--- src/rtl/hex_scan_pkg.sv ---
// rtl/hex_scan_pkg.sv - shared types, constants and leading-zero helper for hex_scan_ctrl
package hex_scan_pkg;

  typedef enum logic {
    BLANK = 1'b0,
    SHOW  = 1'b1
  } scan_state_t;

  localparam logic [7:0] SEG_OFF    = 8'hFF;
  localparam int         MAX_DIGITS = 8;

  // Bit i set means digit i is a leading zero: it and every digit above it
  // hold nibble 0 with no decimal point. Digit 0 is never flagged.
  function automatic logic [MAX_DIGITS-1:0] lz_mask(
    input logic [4*MAX_DIGITS-1:0] data,
    input logic [MAX_DIGITS-1:0]   dp,
    input int                      n
  );
    logic [MAX_DIGITS-1:0] m;
    logic                  zero_above;
    m          = '0;
    zero_above = 1'b1;
    for (int i = MAX_DIGITS - 1; i >= 1; i--) begin
      if (i < n) begin
        zero_above = zero_above && (data[4*i +: 4] == 4'h0) && !dp[i];
        m[i]       = zero_above;
      end
    end
    return m;
  endfunction

endpackage

--- src/rtl/hex_scan_ctrl_if.sv ---
// rtl/hex_scan_ctrl_if.sv - valid/ready write port carrying digits, dp and lz enable
// master: host driving wr_valid/wr_data/wr_dp/wr_lz_blank, sampling wr_ready
// slave:  controller accepting the write and driving wr_ready
interface hex_scan_ctrl_if #(
  parameter int NUM_DIGITS = 4
) ();

  logic                    wr_valid;
  logic                    wr_ready;
  logic [4*NUM_DIGITS-1:0] wr_data;
  logic [NUM_DIGITS-1:0]   wr_dp;
  logic                    wr_lz_blank;

  modport master (
    output wr_valid, wr_data, wr_dp, wr_lz_blank,
    input  wr_ready
  );

  modport slave (
    input  wr_valid, wr_data, wr_dp, wr_lz_blank,
    output wr_ready
  );

endinterface

--- src/rtl/hex_scan_ctrl_hex_driver.sv ---
// rtl/hex_scan_ctrl_hex_driver.sv - nibble to active-low seven-segment decoder
// nibble_i: hex digit, dp_i: decimal point (active-high)
// seg_o: active-low {dp, g, f, e, d, c, b, a}
module hex_driver (
  input  logic [3:0] nibble_i,
  input  logic       dp_i,
  output logic [7:0] seg_o
);

  logic [6:0] seg7;

  always_comb begin
    seg7 = 7'h7F;
    unique case (nibble_i)
      4'h0: seg7 = 7'h40;
      4'h1: seg7 = 7'h79;
      4'h2: seg7 = 7'h24;
      4'h3: seg7 = 7'h30;
      4'h4: seg7 = 7'h19;
      4'h5: seg7 = 7'h12;
      4'h6: seg7 = 7'h02;
      4'h7: seg7 = 7'h78;
      4'h8: seg7 = 7'h00;
      4'h9: seg7 = 7'h10;
      4'hA: seg7 = 7'h08;
      4'hB: seg7 = 7'h03;
      4'hC: seg7 = 7'h46;
      4'hD: seg7 = 7'h21;
      4'hE: seg7 = 7'h06;
      4'hF: seg7 = 7'h0E;
      default: seg7 = 7'h7F;
    endcase
  end

  assign seg_o = {~dp_i, seg7};

endmodule

--- src/rtl/hex_scan_ctrl.sv ---
// rtl/hex_scan_ctrl.sv - multiplexed seven-segment scanner with frame-aligned shadow commit
// Clk, Reset_n: clock and asynchronous active-low reset
// wr: write port (slave) into the shadow register
// seg_out: registered active-low segments, an_n: registered active-low anodes
// frame_tick: one-cycle pulse in the first cycle of each frame
module hex_scan_ctrl
  import hex_scan_pkg::*;
#(
  parameter int NUM_DIGITS   = 4,
  parameter int DWELL_CYCLES = 50000,
  parameter int BLANK_CYCLES = 500
) (
  input  logic                  Clk,
  input  logic                  Reset_n,
  hex_scan_ctrl_if.slave        wr,
  output logic [7:0]            seg_out,
  output logic [NUM_DIGITS-1:0] an_n,
  output logic                  frame_tick
);

  localparam int CNT_MAX = (DWELL_CYCLES > BLANK_CYCLES) ? DWELL_CYCLES : BLANK_CYCLES;
  localparam int CW      = $clog2(CNT_MAX + 1);
  localparam int IW      = (NUM_DIGITS > 1) ? $clog2(NUM_DIGITS) : 1;
  localparam int DW      = 4 * NUM_DIGITS;

  localparam logic [CW-1:0] DWELL_LAST  = CW'(DWELL_CYCLES - 1);
  localparam logic [CW-1:0] BLANK_LAST  = CW'((BLANK_CYCLES > 0) ? BLANK_CYCLES - 1 : 0);
  localparam logic [IW-1:0] IDX_LAST    = IW'(NUM_DIGITS - 1);
  localparam scan_state_t   RESET_STATE = (BLANK_CYCLES == 0) ? SHOW : BLANK;

  scan_state_t           state_q, state_d;
  logic [IW-1:0]         idx_q, idx_d;
  logic [CW-1:0]         cnt_q, cnt_d;
  logic                  frame_end;

  logic                  pending_q, pending_d;
  logic [DW-1:0]         shadow_data_q, shadow_data_d;
  logic [NUM_DIGITS-1:0] shadow_dp_q, shadow_dp_d;
  logic                  shadow_lz_q, shadow_lz_d;
  logic [DW-1:0]         active_data_q, active_data_d;
  logic [NUM_DIGITS-1:0] active_dp_q, active_dp_d;
  logic                  active_lz_q, active_lz_d;

  logic [7:0]            seg_q, seg_d;
  logic [NUM_DIGITS-1:0] an_n_q, an_n_d;
  logic                  frame_tick_q, frame_tick_d;

  logic                  accept;
  logic                  commit;
  logic [MAX_DIGITS-1:0] sup_mask;
  logic                  suppress;
  logic [3:0]            nib;
  logic                  dp_bit;
  logic [7:0]            drv_seg;

  // Scan sequencing: one counter serves both states and reloads on every dwell end.
  always_comb begin
    state_d   = state_q;
    idx_d     = idx_q;
    cnt_d     = cnt_q + 1'b1;
    frame_end = 1'b0;
    unique case (state_q)
      BLANK: begin
        if (cnt_q == BLANK_LAST) begin
          state_d = SHOW;
          cnt_d   = '0;
        end
      end
      SHOW: begin
        if (cnt_q == DWELL_LAST) begin
          cnt_d     = '0;
          frame_end = (idx_q == IDX_LAST);
          idx_d     = (idx_q == IDX_LAST) ? '0 : idx_q + 1'b1;
          state_d   = (BLANK_CYCLES == 0) ? SHOW : BLANK;
        end
      end
      default: begin
        state_d = RESET_STATE;
      end
    endcase
  end

  // A write can never coincide with a commit: accept needs pending clear, commit needs it set.
  always_comb begin
    accept        = wr.wr_valid && !pending_q;
    commit        = frame_end && pending_q;
    shadow_data_d = accept ? wr.wr_data     : shadow_data_q;
    shadow_dp_d   = accept ? wr.wr_dp       : shadow_dp_q;
    shadow_lz_d   = accept ? wr.wr_lz_blank : shadow_lz_q;
    pending_d     = accept || (pending_q && !frame_end);
    active_data_d = commit ? shadow_data_q  : active_data_q;
    active_dp_d   = commit ? shadow_dp_q    : active_dp_q;
    active_lz_d   = commit ? shadow_lz_q    : active_lz_q;
  end

  assign wr.wr_ready = ~pending_q;

  // Pins are computed from next-state values so they update on the same edge as
  // the state; this also makes a commit visible immediately when BLANK is absent.
  always_comb begin
    nib    = 4'h0;
    dp_bit = 1'b0;
    for (int i = 0; i < NUM_DIGITS; i++) begin
      if (idx_d == IW'(i)) begin
        nib    = active_data_d[4*i +: 4];
        dp_bit = active_dp_d[i];
      end
    end
  end

  hex_driver u_hex_driver (
    .nibble_i (nib),
    .dp_i     (dp_bit),
    .seg_o    (drv_seg)
  );

  always_comb begin
    sup_mask     = lz_mask(32'(active_data_d), 8'(active_dp_d), NUM_DIGITS);
    suppress     = active_lz_d && sup_mask[idx_d];
    an_n_d       = '1;
    seg_d        = SEG_OFF;
    frame_tick_d = frame_end;
    if (state_d == SHOW && !suppress) begin
      an_n_d = ~(NUM_DIGITS'(1) << idx_d);
      seg_d  = drv_seg;
    end
  end

  always_ff @(posedge Clk or negedge Reset_n) begin
    if (!Reset_n) begin
      state_q       <= RESET_STATE;
      idx_q         <= '0;
      cnt_q         <= '0;
      pending_q     <= 1'b0;
      shadow_data_q <= '0;
      shadow_dp_q   <= '0;
      shadow_lz_q   <= 1'b0;
      active_data_q <= '0;
      active_dp_q   <= '0;
      active_lz_q   <= 1'b0;
      seg_q         <= SEG_OFF;
      an_n_q        <= '1;
      frame_tick_q  <= 1'b0;
    end else begin
      state_q       <= state_d;
      idx_q         <= idx_d;
      cnt_q         <= cnt_d;
      pending_q     <= pending_d;
      shadow_data_q <= shadow_data_d;
      shadow_dp_q   <= shadow_dp_d;
      shadow_lz_q   <= shadow_lz_d;
      active_data_q <= active_data_d;
      active_dp_q   <= active_dp_d;
      active_lz_q   <= active_lz_d;
      seg_q         <= seg_d;
      an_n_q        <= an_n_d;
      frame_tick_q  <= frame_tick_d;
    end
  end

  assign seg_out    = seg_q;
  assign an_n       = an_n_q;
  assign frame_tick = frame_tick_q;

endmodule

--- src/flat_wrapper.sv ---
// flat-port wrapper written by rule: the top's interface ports become plain ports
module hex_scan_ctrl_flat import hex_scan_pkg::*;
#(
  parameter int NUM_DIGITS   = 4,
  parameter int DWELL_CYCLES = 50000,
  parameter int BLANK_CYCLES = 500
)
  (Clk, Reset_n, seg_out, an_n, frame_tick, wr_wr_valid, wr_wr_data, wr_wr_dp, wr_wr_lz_blank, wr_wr_ready);
  hex_scan_ctrl_if #(.NUM_DIGITS(NUM_DIGITS)) wr_i ();
  input  logic Clk;
  input  logic Reset_n;
  output logic [7:0] seg_out;
  output logic [NUM_DIGITS-1:0] an_n;
  output logic frame_tick;
  input wire logic [$bits(wr_i.wr_valid)-1:0] wr_wr_valid;
  input wire logic [$bits(wr_i.wr_data)-1:0] wr_wr_data;
  input wire logic [$bits(wr_i.wr_dp)-1:0] wr_wr_dp;
  input wire logic [$bits(wr_i.wr_lz_blank)-1:0] wr_wr_lz_blank;
  output wire logic [$bits(wr_i.wr_ready)-1:0] wr_wr_ready;
  assign wr_i.wr_valid = wr_wr_valid;
  assign wr_i.wr_data = wr_wr_data;
  assign wr_i.wr_dp = wr_wr_dp;
  assign wr_i.wr_lz_blank = wr_wr_lz_blank;
  assign wr_wr_ready = wr_i.wr_ready;
  hex_scan_ctrl #(.NUM_DIGITS(NUM_DIGITS), .DWELL_CYCLES(DWELL_CYCLES), .BLANK_CYCLES(BLANK_CYCLES)) u_core (.Clk(Clk), .Reset_n(Reset_n), .wr(wr_i), .seg_out(seg_out), .an_n(an_n), .frame_tick(frame_tick));
endmodule
--- config.mk ---
export PLATFORM = sky130hd
export DESIGN_NAME = hex_scan_ctrl_flat
export DESIGN_NICKNAME = d
export VERILOG_FILES = /design/src/rtl/hex_scan_pkg.sv /design/src/rtl/hex_scan_ctrl_if.sv /design/src/rtl/hex_scan_ctrl_hex_driver.sv /design/src/rtl/hex_scan_ctrl.sv /design/src/flat_wrapper.sv
export SDC_FILE = /design/constraint.sdc
export NUM_CORES = 1
export LEC_CHECK = 0
export BUFFER_PORTS_ARGS = -buffer_cell sky130_fd_sc_hd__buf_2
export CORE_UTILIZATION = 45
export CTS_CLUSTER_SIZE = 8
export DETAILED_ROUTE_END_ITERATION = 8
export PLACE_DENSITY_LB_ADDON = 0.08
export REMOVE_ABC_BUFFERS = 1
export SLEW_MARGIN = 20
export SYNTH_ARGS = -nofsm -noshare
export SYNTH_HDL_FRONTEND = slang
export SYNTH_SLANG_ARGS = --single-unit
--- constraint.sdc ---
create_clock -name Clk -period 3.56 [get_ports Clk]
set_input_delay 0.178 -clock Clk [delete_from_list [all_inputs] [get_ports Clk]]
set_output_delay 0.178 -clock Clk [all_outputs]
set_load 0.005 [all_outputs]
Word level (Yosys, flattened, before mapping):

Memory sizes are Yosys's and may differ from the RTL's.
Index checks and enable logic that the tools add are counted.

* bits in registers: 75
* bits in read-only memories: 112
* word-level logic and storage cells: 75
* memories kept: 1

* $add $sub $neg: 2
* magnitude comparators: 1
* eq/ne operators: 6
* shift operators: 1
* mux-type cells: 26
* bitwise operators: 4
* reduce and logical (&&, ||, !) cells: 21

Memory list
* (name not given): depth 16, width 7, rd ports 1, clocked after memory_dff 0, write ports 0, RTL line hex_scan_ctrl_hex_driver.sv:14 `unique case (nibble_i)`

Operators by type and width (number)
* $mux W16: 3
* $pmux W16 S2: 1
* $mux W4: 6
* $add A16 B1 Y16 const B: 1
* $eq A16 B16 Y1 const B: 1
* $eq A16 B9 Y1 const B: 1
* $logic_not A4 Y1: 3
* $logic_and A1 B1 Y1: 10
* $mux W1: 10
* $mux W8: 1
* $eq A2 B2 Y1 const B: 3
* $logic_not A1 Y1: 6
* $mux W2: 3
* $lt A2 B4 Y1 const B: 1
* $not A4 Y4: 1
* $shl A1 B2 Y4 const A: 1
* $not A1 Y1: 3
* $add A2 B1 Y2 const B: 1
* $bmux W1 S2: 1
* $eq A2 B1 Y1 const B: 1
* $logic_not A2 Y1: 1
* $pmux W1 S2: 1
* $logic_or A1 B1 Y1: 1

Longest topological paths before layout:

* depth in word-level cells: 17
* depth in mapped cells: 15
* depth with buffers taken out: 14

By module:

From an unflattened synthesis, not the netlist that was laid out.

* cells, all modules: 333
* area total of the unflattened synthesis: 3603.5 um2

By module, submodules not included
* hex_scan_ctrl: instances 1, cells an instance 297, area an instance 3352.0 um2, seq. area each 1891.8 um2
* hex_driver: instances 1, cells an instance 36, area an instance 251.5 um2, seq. area each 0.0 um2

Least setup slack after synthesis:

Ideal clock, no wire load.

* path kind: flip-flop to flip-flop
* from: register u_core.cnt_q[11]
* to: register u_core.seg_q[0] (netlist: u_core.seg_out[0])
* setup time: 0.086 ns
* data arrival time: 3.268 ns
* data required time: 3.474 ns
* setup slack: 0.205 ns
* cell stages (with the launch flop): 15
* path buffers: 2
* path through: dfrtp_1 > or4_4 > nor4_1 > buf_2 > nand2_1 > buf_2 > mux2_2 > nand2b_1 > nand2_1 > inv_1 > ha_1 > a211oi_1 > a32oi_1 > mux2i_1 > a22oi_1

* word-level cells in the longest chain between the ends: 17
* elaborated cells between the ends (all ways): 39

RTL lines
* start, declared: RTL line hex_scan_ctrl.sv:33 `logic [CW-1:0] cnt_q, cnt_d;`
* start signal, assigned: RTL line hex_scan_ctrl.sv:147 `cnt_q <= cnt_d;`
* $eq A16 B16 Y1 (*): RTL line hex_scan_ctrl.sv:70 `if (cnt_q == DWELL_LAST) begin`
* $mux W1 (*): RTL line hex_scan_ctrl.sv:70
* $mux W1 (*): RTL line hex_scan_ctrl.sv:62 `unique case (state_q)`
* $logic_and A1 B1 Y1 (*): RTL line hex_scan_ctrl.sv:86 `commit = frame_end && pending_q;`
* $mux W16 (*): RTL line hex_scan_ctrl.sv:91 `active_data_d = commit ? shadow_data_q : active_data_q;`
* named net u_core.active_data_d[13]: RTL line hex_scan_ctrl.sv:40 `logic [DW-1:0] active_data_q, active_data_d;`
* $logic_not A4 Y1: RTL line hex_scan_pkg.sv:25 `zero_above = zero_above && (data[4*i +: 4] == 4'h0) && !dp[i];`
* $logic_and A1 B1 Y1 (5 in series): RTL line hex_scan_pkg.sv:25
* $bmux W1 S2: RTL line hex_scan_ctrl.sv:119 `suppress = active_lz_d && sup_mask[idx_d];`
* $mux W1 (implied by the code): RTL line hex_scan_ctrl.sv:119
* $logic_and A1 B1 Y1: RTL line hex_scan_ctrl.sv:119
* $logic_not A1 Y1: RTL line hex_scan_ctrl.sv:123 `if (state_d == SHOW && !suppress) begin`
* $logic_and A1 B1 Y1: RTL line hex_scan_ctrl.sv:123
* $mux W8 (*): RTL line hex_scan_ctrl.sv:123
* named net u_core.seg_d[0]: RTL line hex_scan_ctrl.sv:44 `logic [7:0] seg_q, seg_d;`
* end signal, assigned: RTL line hex_scan_ctrl.sv:155 `seg_q <= seg_d;`
* end, declared: RTL line hex_scan_ctrl.sv:44

Mark *: on every way through the listed nets, which the timed path passes. The rest lies on a longest branch. The select of a mux whose other input is x is not followed.
A chain may end at the register's enable or synchronous reset.

Worst setup path in the final report:

* from: register u_core.cnt_q[11]
* to: register u_core.seg_q[3] (netlist: u_core.seg_out[3])

* word-level cells in the longest chain between the ends: 17
* elaborated cells between the ends (all ways): 39

RTL lines (RTL line)
* $eq A16 B16 Y1: hex_scan_ctrl.sv:70
* $mux W1: hex_scan_ctrl.sv:70
* $mux W1: hex_scan_ctrl.sv:62
* $logic_and A1 B1 Y1: hex_scan_ctrl.sv:86
* $mux W16 / $mux W4 (equally long branches): hex_scan_ctrl.sv:91, hex_scan_ctrl.sv:92
* $logic_not A4 Y1 / $logic_not A1 Y1 (equally long branches): hex_scan_pkg.sv:25
* $logic_and A1 B1 Y1 (5 in series): hex_scan_pkg.sv:25
* $bmux W1 S2: hex_scan_ctrl.sv:119
* $mux W1 (implied by the code): hex_scan_ctrl.sv:119
* $logic_and A1 B1 Y1: hex_scan_ctrl.sv:119
* $logic_not A1 Y1: hex_scan_ctrl.sv:123
* $logic_and A1 B1 Y1: hex_scan_ctrl.sv:123
* $mux W8 (*): hex_scan_ctrl.sv:123
* named net u_core.seg_d[3]: hex_scan_ctrl.sv:44

Marks and branches as above.

==> results.sh <==
export IMPL_relSlewSlack=0.380
export IMPL_grt_max_degree=76
export IMPL_post_dp_hpwl_um=5790
export IMPL_cts_max_path_buffers=2
export IMPL_async_reset_ff_frac=1.00
export IMPL_finalSetupViolCount=0
export IMPL_postCtsSetupRepairBufs=0
export IMPL_area_growth_pct=15.9
export IMPL_worstReg2RegStart="u_core.cnt_q[11]$_DFF_PN0_"
export IMPL_design_die_area_sq_um=8740
export IMPL_routed_wl_um=8120
export IMPL_min_path_type="input pin to flip-flop"
export IMPL_vias=2767
export IMPL_yosysTopAreaCell="dfrtp_1"
export IMPL_p_leak_nw=2.06
export IMPL_row_count=32
export IMPL_finClkSkew_ns=0.0113
export IMPL_nets=433
export IMPL_grt_pass1_vias=2775
export IMPL_core_area_sq_um=7930
export IMPL_synth_edf_count=0
export IMPL_min_from="wr_wr_data[11]"
export IMPL_fin_crit_ns=3.33
export IMPL_drive_gt1_frac=0.305
export IMPL_cts_buffers=9
export IMPL_hold_viol=0
export IMPL_cts_num_sinks=75
export IMPL_die_y_um=93.5
export IMPL_fin_crit_sh=0.936
export IMPL_ant_nets=0
export IMPL_antenna_found_initial=0
export IMPL_yosys_warnings=0
export IMPL_ys_ff_latch=75
export IMPL_worst_path_largest_cell_delay_ns=0.60
export IMPL_finish_utilization=0.550
export IMPL_whs_path_depth=3
export IMPL_grt_overflow=0
export IMPL_cp_required_ns=3.84
export IMPL_drcViolationCount=0
export IMPL_insertion_delay_ns=0.35
export IMPL_synth_area_top_cells="dfrtp_1 (42%), dfstp_2 (8.4%), mux2_2 (7.5%), nand2_1 (5.3%), mux2i_1 (3.7%)"
export IMPL_io_pin_count=38
export IMPL_worstSetupEndpointType="flip-flop"
export IMPL_path_class="flip-flop to flip-flop"
export IMPL_regToRegSetupSlack_ns=0.23
export IMPL_ys_seq_area_frac=0.502
export IMPL_drv_cap=0
export IMPL_max_freq_mhz=300
export IMPL_tightest_slew_ns=0.931
export IMPL_total_power_mw=1.63
export IMPL_grt_first_pass_wirelength_um=13700
export IMPL_ys_flop_type="dfrtp_1"
export IMPL_place_inst=491
export IMPL_drtIter0Drc=118
export IMPL_layout_cells_non_filler=508
export IMPL_firstDrtPassIters=4
export IMPL_critPathSlowestCell="or4_4"
export IMPL_crit_path_frequent_cell="or4_4"
export IMPL_via_per_inst=5.45
export IMPL_ys_types=61
export IMPL_tritoncts="built"
export IMPL_cts_clk_slew_worst_paths_ns=0.08
export IMPL_status="finished clean"
export IMPL_wl_per_cell_um=16.0
export IMPL_initial_utilization=0.475
export IMPL_peakVddDrop_v=0.000194
export IMPL_track_usage=0.205
export IMPL_portBuffers=37
export IMPL_r2r_end="u_core.seg_out[3]$_DFF_PN1_"
export IMPL_clock_root_buffer="clkbuf_8"
export IMPL_synth_avg_cell_area_sq_um=10.7
export IMPL_dpl_cell_area_sq_um=4130
export IMPL_cp_max_fo=7
export IMPL_ctsHtreeMaxLevel=3
export IMPL_crit_arrival_ns=3.61
export IMPL_syn_cell_area_sq_um=3760
export IMPL_whs_ns=0.0430
export IMPL_place_congestion=0.905
export IMPL_die_x_um=93.5
export IMPL_p_per_area_nw_per_um2=374
export IMPL_fin_area_sq_um=4360
export IMPL_hold_path_end="u_core.shadow_data_q[11]$_DFFE_PN0P_"
export IMPL_crit_chain="or4_4, or4_4, buf_4, mux2i_1, o211a_1, o22a_2, inv_1, ha_1, a221oi_1, a211oi_1, o21ai_1"
export IMPL_syn_inst=352
export IMPL_netlist_area_leader_share=0.419
export IMPL_cp_start_kind="flip-flop"
export IMPL_drv_slew=0
export IMPL_ff2ff_path_depth=11
export IMPL_antenna_cells_inserted=0
cells in the mapped netlist, types with 2 or more instances:
cell type,instances
or4b_2,4
nand2b_1,3
nor2b_1,3
mux2i_1,14
xor2_1,6
ha_1,8
o21ai_0,9
o31a_1,3
mux2_2,25
nand3_1,12
nand4b_1,2
nand4_1,3
nor4_1,3
a211oi_1,4
a21o_1,3
clkbuf_1,10
nor2_1,21
buf_2,3
or2_2,3
a221oi_1,2
nand3b_1,3
a21oi_1,6
dfstp_2,12
dfrtp_1,63
inv_1,15
and3_1,6
xnor2_1,7
a22o_1,3
nand2_1,53
nor3_1,11
o221ai_1,2
cell usage in the layout (no fill, tap or decap), types with 3 or more instances in the layout:
master    Yosys  layout
xnor2_1       7       7
xor2_1        6       6
nand3b_1      3       3
buf_4         1      16
nand2_1      53      53
o21ai_0       9       8
buf_2         3      36
dfstp_2      12      12
o31a_1        3       3
a21o_1        3       3
mux2i_1      14      14
inv_1        15      15
a22o_1        3       3
mux2_2       25      25
a21oi_1       6       6
nor3_1       11      11
or2_2         3       3
ha_1          8       8
nand3_1      12      12
nand4_1       3       3
a211oi_1      4       4
nor2_1       21      21
dfrtp_1      63      63
nand2b_1      3       3
or4b_2        4       4
and3_1        6       6
clkbuf_8      0      11
power by group:
group          switching, mW  internal (mW)  total, mW
clock                  0.308          0.361      0.670
combinational         0.0286         0.0326     0.0612
sequential            0.0203          0.880      0.901
total                  0.357           1.27       1.63
critical path, delay by kind of cell (launching register included):
| kind | cells | cell delay (ns) |
|---|---|---|
| and+or+nand+nor | 2 | 1.19 |
| AOI/OAI and AO/OA | 5 | 0.92 |
| muxes | 1 | 0.12 |
| buffers and inverters | 2 | 0.33 |
| DFF | 1 | 0.43 |
| adders and majority gates | 1 | 0.27 |
repair_timing:
action | 4_1_cts | 5_1_grt
endpoints found under the setup margin | 0 | 3
endpoints found under the hold margin | 6 | 0
hold buffers | 1 | 0
gates resized for setup | 0 | 3
worst max-delay path by stage:
stage                                           from                          end  slack, ns  cells past startpoint
after floorplan           u_core.cnt_q[11]$_DFF_PN0_  u_core.seg_out[0]$_DFF_PN1_      -0.92                     12
after global placement    u_core.cnt_q[11]$_DFF_PN0_  u_core.seg_out[3]$_DFF_PN1_       0.26                     11
after detailed placement  u_core.cnt_q[11]$_DFF_PN0_  u_core.seg_out[3]$_DFF_PN1_       0.20                     11
after CTS                 u_core.cnt_q[11]$_DFF_PN0_  u_core.seg_out[0]$_DFF_PN1_       0.16                     14
after global routing       u_core.cnt_q[4]$_DFF_PN0_  u_core.seg_out[0]$_DFF_PN1_     -0.002                     14
final                     u_core.cnt_q[11]$_DFF_PN0_  u_core.seg_out[3]$_DFF_PN1_       0.23                     11
metal layers:
| layer | part of all wire | GRT usage | wire length, um |
|---|---|---|---|
| met4 | 0.024 | 0.0949 | 197 |
| met2 | 0.46 | 0.320 | 3720 |
| met3 | 0.029 | 0.0293 | 233 |
| met1 | 0.49 | 0.282 | 3960 |
| met5 | 0 | 0 | 0 |
registers in the layout (all words and copies together), names as in the netlist:
register              cells
u_core.state_q            1
u_core.active_dp_q        4
u_core.idx_q              2
u_core.cnt_q             16
u_core.shadow_data_q     16
u_core.shadow_lz_q        1
u_core.active_data_q     16
u_core.seg_out            8
u_core.frame_tick         1
u_core.shadow_dp_q        4
u_core.active_lz_q        1
u_core.pending_q          1
u_core.an_n               4
layout make-up:
cell class	count	area [sq um]
clock buffers	12	155
clock inverters	4	48.8
fillers	731	3570
inverters	16	60.1
multi-input cells	246	1770
flip-flops and latches	75	1890
well taps	102	128
repair buffers	53	310
logic make-up after synthesis:
logic type	Yosys count	synth area share
adders and majority gates	8	0.0266
xor gates and xnor gates	13	0.0302
buffers and inverters	31	0.0349
and+or+nand+nor	137	0.182
DFF	75	0.502
muxes	42	0.126
AOI/OAI and AO/OA	46	0.0977
metrics by stage:
step           TNS [ns]  worst slack (ns)
5_1_grt        -0.00171          -0.00171
3_5_place_dp          0             0.202
6_report              0             0.229
2_1_floorplan     -7.83            -0.925
4_1_cts               0             0.160
3_3_place_gp          0             0.259
Power figures use the tool's default switching activity.
